==> src/rtl/serial_adder.sv <==
`default_nettype none
// ============================================================================
//  Module   : serial_adder
//  Brief    : Bit-serial adder/subtractor, LSB first, one bit per clock, with
//             start/ready/done handshake, carry-out and signed-overflow flags.
//  Revision : 1.0  initial release
// ============================================================================
module serial_adder #(
    parameter int WIDTH = 8
) (
    input  logic             clk,
    input  logic             reset,
    input  logic             start,
    input  logic             sub,
    input  logic [WIDTH-1:0] a,
    input  logic [WIDTH-1:0] b,
    output logic             ready,
    output logic             busy,
    output logic             done,
    output logic [WIDTH-1:0] sum,
    output logic             cout,
    output logic             ovf
);

    localparam int                 c_cnt_w = (WIDTH > 1) ? $clog2(WIDTH) : 1;
    localparam logic [c_cnt_w-1:0] c_last  = c_cnt_w'(WIDTH - 1);
    localparam logic [c_cnt_w-1:0] c_one   = c_cnt_w'(1);

    typedef enum logic [1:0] {
        S_IDLE  = 2'd0,
        S_SHIFT = 2'd1,
        S_DONE  = 2'd2
    } state_t;

    state_t             r_state;
    logic [WIDTH-1:0]   r_a;
    logic [WIDTH-1:0]   r_b;
    logic               r_c;
    logic [c_cnt_w-1:0] r_cnt;
    logic [WIDTH-1:0]   r_res;

    logic               w_s;
    logic               w_cn;
    logic               w_last;
    logic [WIDTH-1:0]   w_res_next;

    assign w_s    = r_a[0] ^ r_b[0] ^ r_c;
    assign w_cn   = (r_a[0] & r_b[0]) | (r_a[0] & r_c) | (r_b[0] & r_c);
    assign w_last = (r_cnt == c_last);
    // New bit enters at the MSB; after WIDTH shifts the first bit sits at bit 0.
    assign w_res_next = WIDTH'({w_s, r_res} >> 1);

    always_ff @(posedge clk or posedge reset) begin
        if (reset) begin
            r_state <= S_IDLE;
            r_a     <= '0;
            r_b     <= '0;
            r_c     <= 1'b0;
            r_cnt   <= '0;
            r_res   <= '0;
            ready   <= 1'b1;
            busy    <= 1'b0;
            done    <= 1'b0;
            sum     <= '0;
            cout    <= 1'b0;
            ovf     <= 1'b0;
        end else begin
            case (r_state)
                S_IDLE, S_DONE: begin
                    done <= 1'b0;
                    if (start) begin
                        // Subtraction is a + ~b + 1: the +1 rides in as carry-in.
                        r_a     <= a;
                        r_b     <= sub ? ~b : b;
                        r_c     <= sub;
                        r_cnt   <= '0;
                        r_state <= S_SHIFT;
                        ready   <= 1'b0;
                        busy    <= 1'b1;
                    end else begin
                        r_state <= S_IDLE;
                        ready   <= 1'b1;
                        busy    <= 1'b0;
                    end
                end
                S_SHIFT: begin
                    r_res <= w_res_next;
                    r_a   <= r_a >> 1;
                    r_b   <= r_b >> 1;
                    r_c   <= w_cn;
                    r_cnt <= r_cnt + c_one;
                    if (w_last) begin
                        ovf     <= r_c ^ w_cn;
                        cout    <= w_cn;
                        sum     <= w_res_next;
                        done    <= 1'b1;
                        ready   <= 1'b1;
                        busy    <= 1'b0;
                        r_state <= S_DONE;
                    end
                end
                default: begin
                    r_state <= S_IDLE;
                    ready   <= 1'b1;
                    busy    <= 1'b0;
                    done    <= 1'b0;
                end
            endcase
        end
    end

endmodule
`default_nettype wire

==> config.mk <==
export PLATFORM = sky130hd
export DESIGN_NAME = serial_adder
export DESIGN_NICKNAME = d
export VERILOG_FILES = /design/src/rtl/serial_adder.sv
export SDC_FILE = /design/constraint.sdc
export NUM_CORES = 1
export LEC_CHECK = 0
export BUFFER_PORTS_ARGS = -buffer_cell sky130_fd_sc_hd__buf_4
export CAP_MARGIN = 25
export CORE_MARGIN = 8
export CORE_UTILIZATION = 50
export CTS_CLUSTER_DIAMETER = 40
export DETAILED_ROUTE_END_ITERATION = 8
export PLACE_DENSITY = 0.73
export RECOVER_POWER = 25
export SLEW_MARGIN = 10
export SYNTH_ARGS = -nofsm -noshare
export SYNTH_HDL_FRONTEND = slang
export SYNTH_SLANG_ARGS = --single-unit
==> constraint.sdc <==
create_clock -name clk -period 1.8 [get_ports clk]
set_input_delay 0.36 -clock clk [delete_from_list [all_inputs] [get_ports clk]]
set_output_delay 0.36 -clock clk [all_outputs]
set_load 0.005 [all_outputs]
==> results of run 1 <==
## flip-flops by register name (all words and copies together) (netlist names), 3 cells and up
name and cells:
r_cnt 3, r_res 7, r_b 8, sum 8, r_a 8
## synthesized netlist by cell type, drive strengths merged
cell     n
buf      8
a22oi    8
xor2     1
ha       2
nand3b   1
a22o     4
nor2     9
nand2   30
and2b    1
mux2     9
dfrtp   40
o21ai    3
fa       1
xnor2    8
clkbuf   3
nand3    9
nor3     1
nor2b    1
inv      3
dfstp    1
o31ai    1
a221o    7
nand2b   2
## worst max-delay path by stage
stage / endpoint / slack, ps / start
2_1_floorplan: cout / 240 / r_cnt[0]
3_3_place_gp: cout / 200 / r_cnt[0]
3_5_place_dp: sum[6] / 130 / r_cnt[0]
4_1_cts: sum[6] / 110 / r_cnt[0]
5_1_grt: sum[0] / 2 / r_cnt[0]
6_report: sum[6] / 120 / r_cnt[0]
## metal layers
metal | part of all wire | vias to the layer above
met3 | 0.061 | 6
li1 | - | 591
met2 | 0.49 | 40
met1 | 0.43 | 628
met5 | 0 | -
met4 | 0.016 | 0
## worst max-delay path, cell delays in order, from the launching register on
cell and delay [ps]:
dfrtp_1 410, ha_1 200, ha_1 220, nand3b_1 190, buf_4 210, mux2_1 340
## metrics by stage
stage	setup slack [ps]	std cells	hold WS, ps	total power, mW
after floorplan	245	153	439	2.53
after global placement	204	226	463	2.92
after detailed placement	127	226	466	3.03
after CTS	112	234	151	3.44
after global routing	1.88	234	220	3.69
final	120	234	232	3.42
## cells by family after synthesis
kind of cell,share of synthesized area
DFF,0.585
AOI/OAI and AO/OA,0.107
and+or+nand+nor,0.137
adders and majority gates,0.0257
muxes,0.0577
xor gates and xnor gates,0.0449
buffers and inverters,0.0428
## layout make-up
cell class                 count  share of cell area
sequential                    41               0.494
multi-input combinational     98               0.314
timing repair buffer          38               0.136
tap                           46              0.0277
clock buffer                   8              0.0235
inverter                       3             0.00541
## power by group through the flow
stage          Sequential (mW)  Clock, mW  Combinational [mW]
2_1_floorplan             1.57          0               0.953
3_3_place_gp              1.61          0                1.32
3_5_place_dp              1.63          0                1.39
4_1_cts                   1.62      0.431                1.39
5_1_grt                   1.68      0.472                1.54
6_report                  1.62      0.424                1.37
==> flow_summary.yaml, run 1 <==
status:
  outcome: "completed"
sta:
  tns_ps: 0
  grt_setup_unrepaired: "no"
  period_needed_ps: 1680
  worst_clock_skew_ps: 3.84
  fin_crit_sh: 0.934
  setup_violations: 0
  max_clock_freq_ghz: 0.595
  drv_slew: 0
  final_hold_viol_count: 0
  max_slew_margin: 0.348
  tightestPinTransition_ps: 978
global_route:
  grt_use_total: 0.140
  top_usage_layer: "met2"
  use_met1: 0.168
  grt_max_degree: 42
  antenna_found_initial: 0
  grt_pass1_wl_um: 6020
  grt_overflow_total: 0
  grt_pass1_vias: 1298
  use_met3: 0.0320
  use_met2: 0.230
setup_path:
  cp-start-kind: "register"
  crit_fanout: 9
  worstPathArrival_ps: 1910
  crit_path_end_kind: "register"
  r2r_cells: 5
  cp_data_required_time_ps: 2030
  timing.rr.start: "r_cnt[0]"
  r2r_end: "sum[6]"
  r2r_setup_slack_ps: 120
  crit_type: "register to register"
cells_and_area:
  area_growth_syn_to_layout_pct: 18.5
  final-seq-area_sq_um: 1030
  multi_input_area_sq_um: 653
  postLayoutCellArea_sq_um: 2080
  layout_common_cells: "dfrtp_1 (40), buf_4 (36), nand2_1 (30)"
  fin_nets: 210
  n_antenna_cell: 0
  layout_commonest_cell: "dfrtp_1"
  fill_cells: 299
  final_layout_size_suffix_gt1_frac: 0.255
  utilization: 0.619
die:
  dieWidth_um: 75.3
  initial_core_util: 0.522
  core_sq_um: 3360
  row_count: 21
  pin_count: 33
  die_h_um: 75.3
  dieArea_sq_um: 5660
synth:
  synth_seq_cells: 41
  post-synth-top-area-cell: "dfrtp_1"
  synth_warnings: 0
  synth_area_leaders: "dfrtp_1 (57%), nand2_1 (6.4%), mux2_1 (4.5%)"
  synth_nets: 176
  synth_area_sq_um: 1760
  syn_area_per_cell_sq_um: 11.5
  synthCells: 153
  synth.distinct_cells: 26
  yosysSeqAreaShare: 0.585
  synth_top_area_frac: 0.570
job:
  maxCapViolCount: 0
pwr:
  p_seq_frac: 0.474
  ir_drop_mv: 0.690
  power_density_nw_per_um2: 1640
  p_int_mw: 2.19
  switchingPower_mw: 1.22
  clockPowerShare: 0.124
  leakagePower_nw: 1.04
  combPwrFrac: 0.402
  p_sw_frac: 0.358
hold_path:
  worst_hold_path_type: "input pin to register"
  hold_depth: 3
  hold_end: "r_a[1]"
  min_from: "a[1]"
clock_tree:
  ctsResizeCount: 0
  cts_sinks: 41
  cts_tree: "done"
  ctsHtreeMaxLevel: 2
  path_clk_slew_ps: 110
  cts_buffer_depth: 2
  clock_latency_ps: 340
  cts_root_buf: "clkbuf_4"
  hold_buffers: 0
  post_cts_buffers: 0
  cts_buffers: 5
place:
  dpl-instance-area_sq_um: 2030
  numPortBuffers: 32
  gp_congestion: 0.758
  hpwl_um: 2580
drt:
  wl_per_cell_um: 15.2
  dr.pass1.iters: 4
  drt_iter0_markers: 106
  wl_um: 3550
  vias: 1265
  drtAntennaViolNets: 0
  drc: 0
  avgViaCountPerCell: 5.41
No activity file was read; power rests on OpenSTA's default activity.
==> run 2: changes to the inputs <==
--- a/config.mk
+++ b/config.mk
@@ -7,11 +7,13 @@
 export LEC_CHECK = 0
 export BUFFER_PORTS_ARGS = -buffer_cell sky130_fd_sc_hd__buf_4
 export CAP_MARGIN = 25
+export CELL_PAD_IN_SITES_DETAIL_PLACEMENT = 1
+export CELL_PAD_IN_SITES_GLOBAL_PLACEMENT = 2
 export CORE_MARGIN = 8
-export CORE_UTILIZATION = 50
+export CORE_UTILIZATION = 35
 export CTS_CLUSTER_DIAMETER = 40
 export DETAILED_ROUTE_END_ITERATION = 8
-export PLACE_DENSITY = 0.73
+export PLACE_DENSITY_LB_ADDON = 0.1
 export RECOVER_POWER = 25
 export SLEW_MARGIN = 10
 export SYNTH_ARGS = -nofsm -noshare
==> run 2 against run 1 <==
Effect of this change:
- worst hold slack gained 50 ps
- via count decreased by 0.87%
- die area increased by 33%
- routed wire length rose by 13%
- sequential share of layout area down 1.7 points
- maximum frequency up 4.7%
- first-iteration DRC count shrank 48%
- global-route usage fell by 1.9 points
- design area up 3.6%
- worst setup slack improved by 75 ps
- clock skew is 1.2 ps higher
- non-clock buffer count rose by 1
==> flow_summary.yaml, run 2 (synthesized netlist as in run 1, its figures left out) <==
status:
  outcome: "completed"
sta:
  setup_violations: 0
  final_hold_viol_count: 0
  drv_slew: 0
  max_slew_margin: 0.310
  worst_clock_skew_ps: 5.04
  setup_slack_ps: 195
  hold_ws_ps: 283
  max_clock_freq_ghz: 0.623
  tightestPinTransition_ps: 1040
  grt_setup_unrepaired: "no"
  period_needed_ps: 1600
  fin_crit_sh: 0.892
  tns_ps: 0
die:
  pin_count: 33
  core_sq_um: 4790
  row_count: 25
  die_h_um: 86.8
  dieWidth_um: 86.8
  initial_core_util: 0.367
  dieArea_sq_um: 7540
setup_path:
  cp-start-kind: "register"
  cp_data_required_time_ps: 1970
  cp_top_family: "adder cells"
  crit_path_end_kind: "register"
  crit_fanout: 12
  r2r_cells: 5
  crit_type: "register to register"
  worstPathArrival_ps: 1780
  crit_chain: "ha_1 -> ha_1 -> nand3b_1 -> buf_4 -> mux2_2"
  cp_num_cells: 5
  slowest_delay_ps: 410
  crit_buf_inv: 1
  critPathSlowestCell: "dfrtp_1"
  crit_path_frequent_cell: "ha_1"
place:
  placed_cells: 248
  numPortBuffers: 32
  hpwl_um: 2880
  gp_congestion: 0.679
  post-place-ws_ps: 193
  dpl-instance-area_sq_um: 2070
cells_and_area:
  area_growth_syn_to_layout_pct: 22.8
  fin_cells: 256
  biggestRegsByFlops: "r_a x8, r_b x8, sum x8"
  layout_common_cells: "dfrtp_1 (40), buf_4 (37), nand2_1 (30)"
  fill_cells: 524
  postLayoutCellArea_sq_um: 2160
  layout_commonest_cell: "dfrtp_1"
  final_layout_size_suffix_gt1_frac: 0.265
  n_antenna_cell: 0
  utilization: 0.450
  fin_nets: 211
global_route:
  grt_pass1_vias: 1478
  grt_max_degree: 42
  grt_overflow_total: 0
  antenna_found_initial: 0
  grt_pass1_wl_um: 7130
  grt_use_total: 0.120
clock_tree:
  post_cts_buffers: 0
  ctsHtreeMaxLevel: 2
  cts_tree: "done"
  cts_buffers: 5
  cts_buffer_depth: 2
  path_clk_slew_ps: 70
  hold_buffers: 0
  cts_root_buf: "clkbuf_8"
  clock_latency_ps: 290
  cts_sinks: 41
  ctsResizeCount: 0
pwr:
  leakagePower_nw: 1.06
  ir_drop_mv: 0.502
  p_total_mw: 3.62
  power_density_nw_per_um2: 1680
drt:
  vias: 1254
  avgViaCountPerCell: 4.90
  drt_iter0_markers: 55
  dr.pass1.iters: 4
  wl_um: 4020
  drtAntennaViolNets: 0
  drc: 0
  wl_per_cell_um: 15.7
hold_path:
  worst_hold_path_type: "input pin to register"
  hold_depth: 3
job:
  maxCapViolCount: 0
## run 2: cell types whose count changed in the layout (fill, tap and decap cells not counted)
cell,previous run,this run
clkbuf_4,6,1
clkbuf_8,0,6
clkbuf_1,3,2
buf_4,36,37
## run 2: cell type report
| type | instances | area [sq um] | share of cell area |
|---|---|---|---|
| Multi-Input combinational cell | 98 | 653 | 0.303 |
| Timing Repair Buffer | 39 | 290 | 0.135 |
| Sequential cell | 41 | 1030 | 0.476 |
| Inverter | 3 | 11.3 | 0.00522 |
| Tap cell | 67 | 83.8 | 0.0389 |
| Clock buffer | 8 | 90.1 | 0.0418 |
## run 2: worst register-to-register path, cell delays in order, from the launching register on
cell and delay (ps):
dfrtp_1 410, ha_1 210, ha_1 220, nand3b_1 90, buf_4 200, mux2_2 360
## run 2: worst paths after layout
check | slack [ps] | startpoint | to
max reg2reg | 200 | r_cnt[0] | sum[3]
min | 280 | a[0] | r_a[0]
max in group asynchronous | 770 | reset | r_a[2]
max | 200 | r_cnt[0] | sum[3]
min reg2reg | 490 | r_res[1] | r_res[1]
min in group asynchronous | 390 | reset | r_res[5]
## run 2: power breakdown
part           internal (mW)  switching, mW  total (mW)  leakage (nW)
clock                  0.313          0.299       0.612        0.0455
combinational          0.703          0.682        1.38         0.507
sequential              1.35          0.273        1.62         0.512
total                   2.37           1.25        3.62          1.06
## run 2: per-layer routing
layer,GRT usage,part of all wire
met1,0.142,0.45
met2,0.203,0.50
met3,0.0378,0.041
met4,0.0376,0.011
met5,0,0
